File: config.mk
export PLATFORM = sky130hd
export DESIGN_NAME = seq1100_sched
export DESIGN_NICKNAME = d
export VERILOG_FILES = /design/src/rtl/seq1100_pkg.sv /design/src/rtl/seq1100_sched_rr_arbiter.sv /design/src/rtl/seq1100_sched.sv
export SDC_FILE = /design/constraint.sdc
export NUM_CORES = 1
export LEC_CHECK = 0
export CAP_MARGIN = 5
export CELL_PAD_IN_SITES_DETAIL_PLACEMENT = 0
export CELL_PAD_IN_SITES_GLOBAL_PLACEMENT = 1
export CORE_MARGIN = 8
export CORE_UTILIZATION = 35
export DETAILED_ROUTE_END_ITERATION = 16
export PLACE_DENSITY_LB_ADDON = 0.1
export SLEW_MARGIN = 20
export SYNTH_ARGS = -nofsm -noshare
export SYNTH_HDL_FRONTEND = slang
export SYNTH_SLANG_ARGS = --single-unit
File: constraint.sdc
create_clock -name clk -period 5.2 [get_ports clk]
set_input_delay 0.52 -clock clk [delete_from_list [all_inputs] [get_ports clk]]
set_output_delay 0.52 -clock clk [all_outputs]
set_load 0.05 [all_outputs]
File: src/rtl/seq1100_pkg.sv
// seq1100_pkg: shared state encoding and the single-step overlapping 1100 Mealy detector
package seq1100_pkg;
  typedef enum logic [1:0] {S0, S1, S2, S3} state_t;
  typedef struct packed {
    state_t ns;
    logic   match;
  } step_t;
  function automatic step_t step_1100(state_t ps, logic in);
    step_t r;
    r.match = (ps == S3) && !in;
    r.ns = in ? ((ps == S0 || ps == S3) ? S1 : S2) : (ps == S2 ? S3 : S0);
    return r;
  endfunction
endpackage

File: src/rtl/seq1100_sched_rr_arbiter.sv
// rr_arbiter: one-hot round-robin grant, search begins at ptr
module rr_arbiter #(
  parameter int NCH = 4,
  localparam int CH_W = $clog2(NCH)
) (
  input  logic [NCH-1:0]  req,
  input  logic [CH_W-1:0] ptr,
  output logic [NCH-1:0]  gnt,
  output logic [CH_W-1:0] gnt_idx,
  output logic            any_gnt
);
  logic [CH_W-1:0] idx;
  always_comb begin
    gnt_idx = '0;
    any_gnt = 1'b0;
    idx = '0;
    for (int k = 0; k < NCH; k++) begin
      idx = CH_W'((int'(ptr) + k) % NCH);
      if (!any_gnt && req[idx]) begin
        gnt_idx = idx;
        any_gnt = 1'b1;
      end
    end
    gnt = any_gnt ? NCH'(1) << gnt_idx : '0;
  end
endmodule

File: src/rtl/seq1100_sched.sv
// seq1100_sched: one 1100 detector time-shared across NCH channels with saved per-channel context
module seq1100_sched
  import seq1100_pkg::*;
#(
  parameter int NCH = 4,
  parameter int CNT_W = 8,
  localparam int CH_W = $clog2(NCH)
) (
  input  logic                 clk,
  input  logic                 reset,
  input  logic [NCH-1:0]       req_valid,
  input  logic [NCH-1:0]       req_bit,
  output logic [NCH-1:0]       req_ready,
  input  logic [NCH-1:0]       ch_clr,
  output logic                 det_valid,
  output logic [CH_W-1:0]      det_ch,
  output logic [NCH*CNT_W-1:0] match_cnt
);
  state_t          state_q [NCH];
  state_t          state_d [NCH];
  logic [CNT_W-1:0] cnt_q [NCH];
  logic [CNT_W-1:0] cnt_d [NCH];
  logic [CH_W-1:0] rr_ptr_q, rr_ptr_d, gnt_idx, det_ch_q, det_ch_d;
  logic            any_gnt, det_valid_q, det_valid_d;
  step_t           step;

  // a channel being cleared is withheld from arbitration that cycle
  rr_arbiter #(.NCH(NCH)) u_arb (
    .req    (req_valid & ~ch_clr),
    .ptr    (rr_ptr_q),
    .gnt    (req_ready),
    .gnt_idx(gnt_idx),
    .any_gnt(any_gnt)
  );

  always_ff @(posedge clk or negedge reset) begin
    if (!reset) begin
      for (int i = 0; i < NCH; i++) begin
        state_q[i] <= S0;
        cnt_q[i] <= '0;
      end
      rr_ptr_q <= '0;
      det_valid_q <= 1'b0;
      det_ch_q <= '0;
    end else begin
      for (int i = 0; i < NCH; i++) begin
        state_q[i] <= state_d[i];
        cnt_q[i] <= cnt_d[i];
      end
      rr_ptr_q <= rr_ptr_d;
      det_valid_q <= det_valid_d;
      det_ch_q <= det_ch_d;
    end
  end

  always_comb begin
    step = step_1100(state_q[gnt_idx], req_bit[gnt_idx]);
    rr_ptr_d = any_gnt ? CH_W'((int'(gnt_idx) + 1) % NCH) : rr_ptr_q;
    for (int i = 0; i < NCH; i++) begin
      state_d[i] = ch_clr[i] ? S0 : (any_gnt && gnt_idx == CH_W'(i)) ? step.ns : state_q[i];
      cnt_d[i] = ch_clr[i] ? '0
               : (any_gnt && gnt_idx == CH_W'(i) && step.match && cnt_q[i] != '1) ? cnt_q[i] + CNT_W'(1)
               : cnt_q[i];
    end
  end

  always_comb begin
    det_valid_d = any_gnt && step.match;
    det_ch_d = det_valid_d ? gnt_idx : det_ch_q;
    det_valid = det_valid_q;
    det_ch = det_ch_q;
  end

  for (genvar g = 0; g < NCH; g++) begin : g_cnt
    assign match_cnt[g*CNT_W +: CNT_W] = cnt_q[g];
  end
endmodule
# Word level (Yosys, flattened, before mapping)
# Cells that the tools add are included.
[classes]
muxes = 41
order_cmp = 6
reduce_logical = 32
n_bitwise = 3
n_eq_ne = 9
n_shift = 1
addsub = 8
[ops]
columns = ["op", "count"]
rows = [
  ["8-bit two-way mux", 8],
  ["2-bit two-way mux", 17],
  ["8-bit by 1-bit adder with 8-bit output, second input constant", 4],
  ["8-bit != test, second input constant", 4],
  ["1-bit logical AND", 17],
  ["2-bit nonzero test", 8],
  ["2-bit by 3-bit < comparator with 1-bit output, second input constant", 5],
  ["1-bit binary-select mux with 2-bit select", 5],
  ["1-bit two-way mux", 9],
  ["2-bit equality test, second input constant", 4],
  ["2-bit by 1-bit adder with 2-bit output, second input constant", 2],
  ["2-bit adder, second input constant", 2],
  ["4-bit AND", 1],
  ["2-bit binary-select mux with 2-bit select", 1],
  ["1-bit logical NOT", 4],
  ["2-bit logical NOT", 2],
  ["4-bit two-way mux", 1],
  ["4-bit NOT", 1],
  ["1-bit by 2-bit left shift with 4-bit output, first input constant", 1],
  ["3-bit >= comparator, second input constant", 1],
  ["2-bit NOT with 3-bit output", 1],
  ["2-bit by 1-bit equality test with 1-bit output, second input constant", 1],
  ["1-bit logical OR", 1],
]
[totals]
wordCells = 111
reg_bits = 45
out_inout_bits = 39
in_bits = 14

# Longest topological paths before layout
# Gate-level depths: netlist of the first run.
[logic_depth]
word_depth = 24
depth_mapped = 15
ltp_nobuf = 13

# Hierarchy
# From an unflattened synthesis of the first run, not the netlist that was laid out.
[unflattened]
hier_cells = 290
area_unflattened_um2 = 2678.8
[by_module_without_submodules]
columns = ["module", "seq_area_each_um2", "area_each_um2", "n_inst", "cells_each"]
rows = [
  ["seq1100_sched", 1126.1, 2496.1, 1, 258],
  ["rr_arbiter", 0.0, 182.7, 1, 32],
]

# Worst setup path after synthesis of the first run
# OpenSTA, ideal clock, no wires.
[synth_path]
path_kind = "input-to-reg"
start = "input port req_valid[2]"
end = "register cnt_q, in the netlist match_cnt[23]"
cell_stages = 13
setup_slack_ps = 2258
n_path_buf = 1
setup_ps = 78
t_arrival_ps = 2864
required_time_ps = 5122
path_cell_list = "nor2b_2 > or2b_2 > a21bo_1 > buf_6 > nand2_1 > and3_1 > a31oi_1 > ha_1 > nand2_1 > nor2_1 > o21ai_4 > or4_1 > a21oi_1"
[synth_between]
elab_chain_cells = 22
elab_cells_between_ends = 37
classes_between = "2 x eq/ne; 21 x mux; 2 x bitwise; 12 x reduce/logical"
[synth_rtl]
columns = ["element", "line_no", "rtl"]
rows = [
  ["start: declaration", "seq1100_sched.sv:11", "input logic [NCH-1:0] req_valid,"],
  ["4-bit AND (*)", "seq1100_sched.sv:29", ".req (req_valid & ~ch_clr),"],
  ["1-bit binary-select mux with 2-bit select", "seq1100_sched_rr_arbiter.sv:19", "if (!any_gnt && req[idx]) begin"],
  ["1-bit two-way mux (implied by the code)", "seq1100_sched_rr_arbiter.sv:19", ""],
  ["1-bit two-way mux", "seq1100_sched_rr_arbiter.sv:19", ""],
  ["1-bit logical NOT", "seq1100_sched_rr_arbiter.sv:19", ""],
  ["1-bit logical AND", "seq1100_sched_rr_arbiter.sv:19", ""],
  ["1-bit two-way mux", "seq1100_sched_rr_arbiter.sv:19", ""],
  ["1-bit logical NOT", "seq1100_sched_rr_arbiter.sv:19", ""],
  ["(+4 left out)", "n/a", ""],
  ["2-bit two-way mux", "seq1100_sched_rr_arbiter.sv:19", ""],
  ["2-bit NOT with 3-bit output (implied by the code)", "seq1100_sched.sv:57", "step = step_1100(state_q[gnt_idx], req_bit[gnt_idx]);"],
  ["2-bit binary-select mux with 2-bit select", "seq1100_sched.sv:57", ""],
  ["2-bit two-way mux (implied by the code) (2 in series)", "seq1100_sched.sv:57", ""],
  ["2-bit equality test", "seq1100_pkg.sv:10", "r.match = (ps == S3) && !in;"],
  ["1-bit logical AND", "seq1100_pkg.sv:10", ""],
  ["1-bit logical AND (*) (2 in series)", "seq1100_sched.sv:62", ": (any_gnt && gnt_idx == CH_W'(i) && step.match && cnt_q[i] != '1) ? cnt_q[i] + CNT_W'(1)"],
  ["2-bit nonzero test (no line) (*)", "n/a", ""],
  ["end signal: indexed assignment", "seq1100_sched.sv:48", "cnt_q[i] <= cnt_d[i];"],
  ["end: declaration", "seq1100_sched.sv:21", "logic [CNT_W-1:0] cnt_q [NCH];"],
]
# Every way passes the cells marked *; elsewhere a longest branch is shown, timed or not. The select of a mux whose other input is x is not followed.
# A chain may end at the register's enable or synchronous reset.

# Worst setup path in the final report of the first run
[layout_path]
start = "input port ch_clr[3]"
end = "output port req_ready[3]"
[layout_between]
elab_chain_cells = 16
elab_cells_between_ends = 26
classes_between = "1 x shift; 17 x mux; 2 x bitwise; 6 x reduce/logical"
[layout_rtl]
columns = ["element", "line_no", "rtl"]
rows = [
  ["start: declaration", "seq1100_sched.sv:14", "input logic [NCH-1:0] ch_clr,"],
  ["4-bit NOT (*)", "seq1100_sched.sv:29", ""],
  ["4-bit AND (*)", "seq1100_sched.sv:29", ""],
  ["1-bit binary-select mux with 2-bit select", "seq1100_sched_rr_arbiter.sv:19", ""],
  ["1-bit two-way mux (implied by the code)", "seq1100_sched_rr_arbiter.sv:19", ""],
  ["1-bit two-way mux", "seq1100_sched_rr_arbiter.sv:19", ""],
  ["1-bit logical NOT", "seq1100_sched_rr_arbiter.sv:19", ""],
  ["1-bit logical AND", "seq1100_sched_rr_arbiter.sv:19", ""],
  ["1-bit two-way mux", "seq1100_sched_rr_arbiter.sv:19", ""],
  ["1-bit logical NOT", "seq1100_sched_rr_arbiter.sv:19", ""],
  ["1-bit logical AND", "seq1100_sched_rr_arbiter.sv:19", ""],
  ["1-bit two-way mux", "seq1100_sched_rr_arbiter.sv:19", ""],
  ["1-bit logical NOT", "seq1100_sched_rr_arbiter.sv:19", ""],
  ["1-bit logical AND", "seq1100_sched_rr_arbiter.sv:19", ""],
  ["2-bit two-way mux (*)", "seq1100_sched_rr_arbiter.sv:19", ""],
  ["named net gnt_idx[1]", "seq1100_sched.sv:23", "logic [CH_W-1:0] rr_ptr_q, rr_ptr_d, gnt_idx, det_ch_q, det_ch_d;"],
  ["1-bit by 2-bit left shift with 4-bit output (*)", "seq1100_sched_rr_arbiter.sv:24", "gnt = any_gnt ? NCH'(1) << gnt_idx : '0;"],
  ["4-bit two-way mux (*)", "seq1100_sched_rr_arbiter.sv:24", ""],
  ["end: declaration", "seq1100_sched.sv:13", "output logic [NCH-1:0] req_ready,"],
]
# Mark *: on every way through the listed nets, which the timed path passes. The rest lies on a longest branch. The select of a mux whose other input is x is not followed.

==> results.tsv, run 1 <==
metric	value	unit
status	finished clean	
crit_family	buffers and inverters	
io_buffers	52	
yosysSeqAreaShare	0.426	
drt_iter0_drc	55	
p_total	0.823	mW
htreeDepth	2	
die_y	103	microns
fp.dieW	103	microns
path_cells	clkdlybuf4s50_1 > and2b_2 > o21ai_0 > a21bo_1 > inv_1 > ha_1 > and2_1 > clkdlybuf4s50_1	
grt_max_degree	46	
dieArea	10600	sq um
vias	2220	
grt_pass1_vias	2210	
slowest_delay	760	ps
overflow	0	
synth_fa_ha_area_frac	0.0473	
tns	0	ps
syn_inst	284	
grtUsageTotal	0.134	
postCtsSetupRepairBufs	0	
vias_per_cell	5.19	
routed_wirelength	6.79	mm
cts.sinks	45	
numCtsBuffers	5	
crit_buf_inv	3	
post-route-min-period	4160	ps
cp_max_fo	12	
nFillCells	712	
yosys_warnings	0	
start_util	0.363	
hold_viol_final	0	
firstDrtPassIters	4	
layout-drive-gt1-share	0.0821	
slowest_stage	clkdlybuf4s50_1	
post-route-util	0.451	
clk_path_buf_depth	2	
yosysTopAreaCell	dfrtp_1	
critPathKind	primary input to output pin	
pin_count	53	
synth-simple-area-share	0.247	
ir_drop	0.123	mV
critical_path.startpoint_type	primary input	
ys_types	45	
p_leak	1.31	nW
finalClockSkew	7.93	ps
whs	230	ps
synthMuxAreaShare	0.0350	
root_buffer	clkbuf_8	
synth_top_cells_by_area	dfrtp_1 (43%), a21oi_1 (4.7%), ha_1 (4.7%)	
synthXorXnorAreaFrac	0.0232	
route.detailed.drc	0	
fin_crit_sh	0.799	
slew_violations	0	
cp.required	4680	ps
synthToLayoutAreaGrowth	24.4	%
netlist_area	2650	sq um
postSynthNetCount	308	
fmax	241	MHz
core-area	7290	sq um
ctsHoldBuffers	0	
grt_pass1_wl	11.3	mm
relSlewSlack	0.557	
power_density	250	nW/um^2
worst_slew_pin_slew	662	ps
cts_resized	0	
num_rows	31	
hp-class	primary input to asynchronous set/reset pin	
n_antenna_cell	0	
timing.critical_path.mode_cell	clkdlybuf4s50_1	
antenna_found_initial	0	
synth_compound_area_frac	0.182	
clk_pin_slew	80	ps
cp-end-kind	output pin	
routabilityCongestion	0.771	
nets	353	
drv.max_cap_violation_count	0	
rsz0062_at_grt	false	
avgSynthCellArea	9.31	sq um
avgRoutedWirePerCell	15.9	microns
synth_top_family_by_area	simple AND/OR/NAND/NOR gates	
synth_top_area_share	0.426	
async_flop_share	1.00	
antenna_left	0	
dp_hpwl	4.77	mm
setup_viol	0	
arrival	3640	ps
ys_seq_elements	45	
synth_edf_count	0	
cts_tree	built	
synth_flop_cell	dfrtp_1	
insertion_delay	300	ps
[layer usage]
layer | wire length (microns) | up-vias | track usage
met1 | 3430 | 1072 | 0.186
met4 | 34 | 0 | 0.0300
met3 | 347 | 2 | 0.0365
li1 | - | 1109 | -
met2 | 2980 | 37 | 0.201
met5 | 0 | - | 0
[final cells by class]
class,count,area [sq um],area share
Clock inverter,1,7.51,0.00228
Timing Repair Buffer,52,518,0.157
Inverter,5,18.8,0.00570
Clock buffer,6,82.6,0.0251
Multi-Input combinational cell,220,1410,0.430
Tap cell,99,124,0.0376
Sequential cell,45,1130,0.342
[worst paths after layout]
check                            startpoint            end  slack (ps)  cells after the start
min in group clk                  det_ch[1]      det_ch[1]         520                      2
worst min-delay path                  reset  match_cnt[18]         230                      1
worst min register to register    det_ch[1]      det_ch[1]         520                      2
worst max register to register  rr_ptr_q[1]   match_cnt[7]        1880                     13
worst max-delay path              ch_clr[3]   req_ready[3]        1040                      8
max in group asynchronous             reset   match_cnt[1]        4580                      1
[cells in the final DEF, fill, tap and decap left out, drive strengths merged, types with 3 or more instances in the layout]
cell | Yosys | layout
a211oi | 6 | 6
a21oi | 25 | 25
and2 | 4 | 4
and3 | 3 | 3
clkbuf | 10 | 6
clkdlybuf4s50 | 0 | 51
dfrtp | 45 | 45
ha | 10 | 10
inv | 5 | 5
mux2i | 7 | 7
nand2 | 21 | 21
nand2b | 6 | 6
nand3 | 17 | 17
nand3b | 4 | 4
nand4 | 3 | 3
nor2 | 21 | 21
nor2b | 6 | 6
nor4 | 3 | 3
o211ai | 3 | 3
o21ai | 28 | 28
o31ai | 5 | 5
or2 | 5 | 5
or3 | 13 | 13
or4 | 7 | 7
xor2 | 6 | 6
[through the flow]
| stage | std cells | area, sq um | setup slack, ps |
|---|---|---|---|
| finish | 428 | 3290 | 1040 |
| CTS | 428 | 3290 | 1030 |
| global placement | 421 | 3200 | 994 |
| detailed placement | 421 | 3200 | 854 |
| floorplan | 284 | 2650 | 2260 |
| global route | 428 | 3290 | 828 |
[sequential cells by signal, summed over array words and instances (netlist names)]
signal / flops
state_q: 8
match_cnt: 32
det_valid: 1
det_ch: 2
rr_ptr_q: 2
[synthesized netlist by cell type (all sizes together), types with 2 or more instances]
master	n
a211oi	6
a21oi	25
a31oi	2
and2	4
and3	3
buf	4
clkbuf	10
dfrtp	45
ha	10
inv	5
mux2	2
mux2i	7
nand2	21
nand2b	6
nand3	17
nand3b	4
nand4	3
nor2	21
nor2b	6
nor3b	2
nor4	3
o211ai	3
o21ai	28
o21bai	2
o31ai	5
or2	5
or3	13
or4	7
xor2	6
[logic make-up (layout without fill, tap and decap cells)]
kind of cell    Yosys count  count (layout)
compound gates           75              75
xor+xnor                  7               7
fa+ha+maj                10              10
buf+inv                  19              64
flops                    45              45
mux                       9               9
simple gates            119             119
[where the power goes]
part / switching (mW) / internal, mW
Combinational: 0.140 / 0.0747
Clock: 0.121 / 0.105
Sequential: 0.0143 / 0.368
(Power assumes the default switching activity.)
==> inputs of run 2 (changes only) <==
==> constraint.sdc (replaced) <==
create_clock -name clk -period 4.05 [get_ports clk]
set_input_delay 0.405 -clock clk [delete_from_list [all_inputs] [get_ports clk]]
set_output_delay 0.405 -clock clk [all_outputs]
set_load 0.05 [all_outputs]
==> run 2 against run 1 <==
Against the previous run:
- first-iteration DRC count grew 71%
- die area is the same
- clock power grew 58%
- critical path type unchanged
- critical endpoint is now req_ready[2]
- largest cell class unchanged
==> results.tsv, run 2 (synthesis gave the netlist of run 1 again) <==
metric	value	unit	change
worst_slew_pin_slew	589	ps	-73.7 ps
drv.max_cap_violation_count	0		unchanged
routed_wirelength	6.78	mm	-0.10%
timing.critical_path.mode_cell	clkdlybuf4s50_1		
cts_tree	built		
nFillCells	737		+3.5%
place_area	3250	sq um	+1.5%
dp_hpwl	4.87	mm	+2.1%
cp_max_fo	11		-1
clk_pin_slew	80	ps	about the same
ctsHoldBuffers	0		unchanged
grt_max_degree	46		unchanged
routabilityCongestion	0.775		+0.43%
synthToLayoutAreaGrowth	27.2	%	
r2r_cells	13		unchanged
finalClockSkew	3.38	ps	-4.55 ps
fp.dieW	103	microns	unchanged
slowest_stage	clkdlybuf4s50_1		
numCtsBuffers	5		unchanged
setup_viol	0		unchanged
die_y	103	microns	unchanged
hp-class	primary input to asynchronous set/reset pin		
status	finished clean		
clk_path_buf_depth	2		unchanged
nets	360		+2.0%
vias	2200		-0.90%
rr_endpoint	match_cnt[7]		
cts_resized	0		unchanged
rr_startpoint	rr_ptr_q[1]		
seq_area	1130	sq um	unchanged
drt_iter0_drc	94		+71%
path_cells	clkdlybuf4s50_1 > buf_4 > nor4b_1 > a31oi_1 > and3_1 > inv_1 > ha_1 > and2_1 > clkdlybuf4s50_1		
num_rows	31		unchanged
slowest_delay	830	ps	+70 ps
vias_per_cell	5.05		-2.7%
core-area	7290	sq um	unchanged
cts.sinks	45		unchanged
tns	0	ps	unchanged
rsz0062_at_grt	false		
avgRoutedWirePerCell	15.6	microns	-1.9%
htreeDepth	2		unchanged
hold_viol_final	0		unchanged
pin_count	53		unchanged
arrival	3160	ps	-480 ps
largest_register_ffs	32		unchanged
layout_common_cells	clkdlybuf4s50_1 (49), dfrtp_1 (45), a21oi_1 (25)		
fmax	281	MHz	
postCtsSetupRepairBufs	0		unchanged
n_antenna_cell	0		unchanged
firstDrtPassIters	4		unchanged
cp.required	3640	ps	-1040 ps
antenna_left	0		unchanged
antenna_found_initial	0		unchanged
io_buffers	52		unchanged
dieArea	10600	sq um	unchanged
critical_path.startpoint_type	primary input		
power_density	337	nW/um^2	+35%
overflow	0		unchanged
final_common_cell	clkdlybuf4s50_1		
fin_crit_sh	0.879		
start_util	0.363		unchanged
grt_pass1_vias	2183		-1.2%
multiInputGateArea	1410	sq um	unchanged
p_leak	1.36	nW	+4.0%
r2r_slack	790	ps	-1090 ps
cp-end-kind	output pin		
grtUsageTotal	0.132		-0.00197
critPathKind	primary input to output pin		
layout-drive-gt1-share	0.107		+0.0248
route.detailed.drc	0		unchanged
slew_violations	0		unchanged
p_total	1.13	mW	+38%
relSlewSlack	0.608		+0.0505
ir_drop	0.163	mV	+32%
fin_area	3360	sq um	+2.2%
grt_pass1_wl	11.1	mm	-1.8%
root_buffer	clkbuf_8		
post-route-min-period	3560	ps	
insertion_delay	300	ps	about the same
## run 2: critical path, delay by kind of cell
family / cells / cell delay, ps
adders and majority gates: 1 / 220
and+or+nand+nor: 3 / 780
buffers and inverters: 4 / 1680
AOI/OAI and AO/OA: 1 / 70
## run 2: how the worst max path moves through the flow
stage | from | to | slack, ps | depth (start not counted)
floorplan | rr_ptr_q[1] | match_cnt[23] | 1210 | 14
global placement | ch_clr[3] | match_cnt[7] | 440 | 13
detailed placement | ch_clr[3] | match_cnt[7] | 280 | 13
CTS | ch_clr[0] | req_ready[2] | 460 | 9
global route | ch_clr[3] | match_cnt[15] | 300 | 13
finish | ch_clr[0] | req_ready[2] | 490 | 9
## run 2: report_power, final
group / switching, mW / leakage [nW] / internal [mW]
Sequential: 0.0187 / 0.620 / 0.472
Clock: 0.155 / 0.0585 / 0.201
Combinational: 0.185 / 0.684 / 0.103
## run 2: layout make-up
class,count,share of cell area
repair buffers,59,0.168
clock buffers,7,0.0257
clock inverters,1,0.00893
inverters,5,0.00558
multi-input cells,220,0.420
flip-flops and latches,45,0.335
well taps,99,0.0368
## run 2: routing by layer
layer	wire, microns	track usage	share of wire
met1	3330	0.178	0.49
met2	3020	0.204	0.44
met3	384	0.0338	0.057
met4	51	0.0334	0.0075
met5	0	0	0
## run 2: stage by stage
stage	hold WS (ps)	std cells	util	setup slack (ps)
after floorplan	109	284	-	1210
after global placement	523	428	0.445	438
after detailed placement	512	428	0.445	278
after CTS	333	436	0.461	462
after global routing	156	436	0.461	300
final	103	436	0.461	488
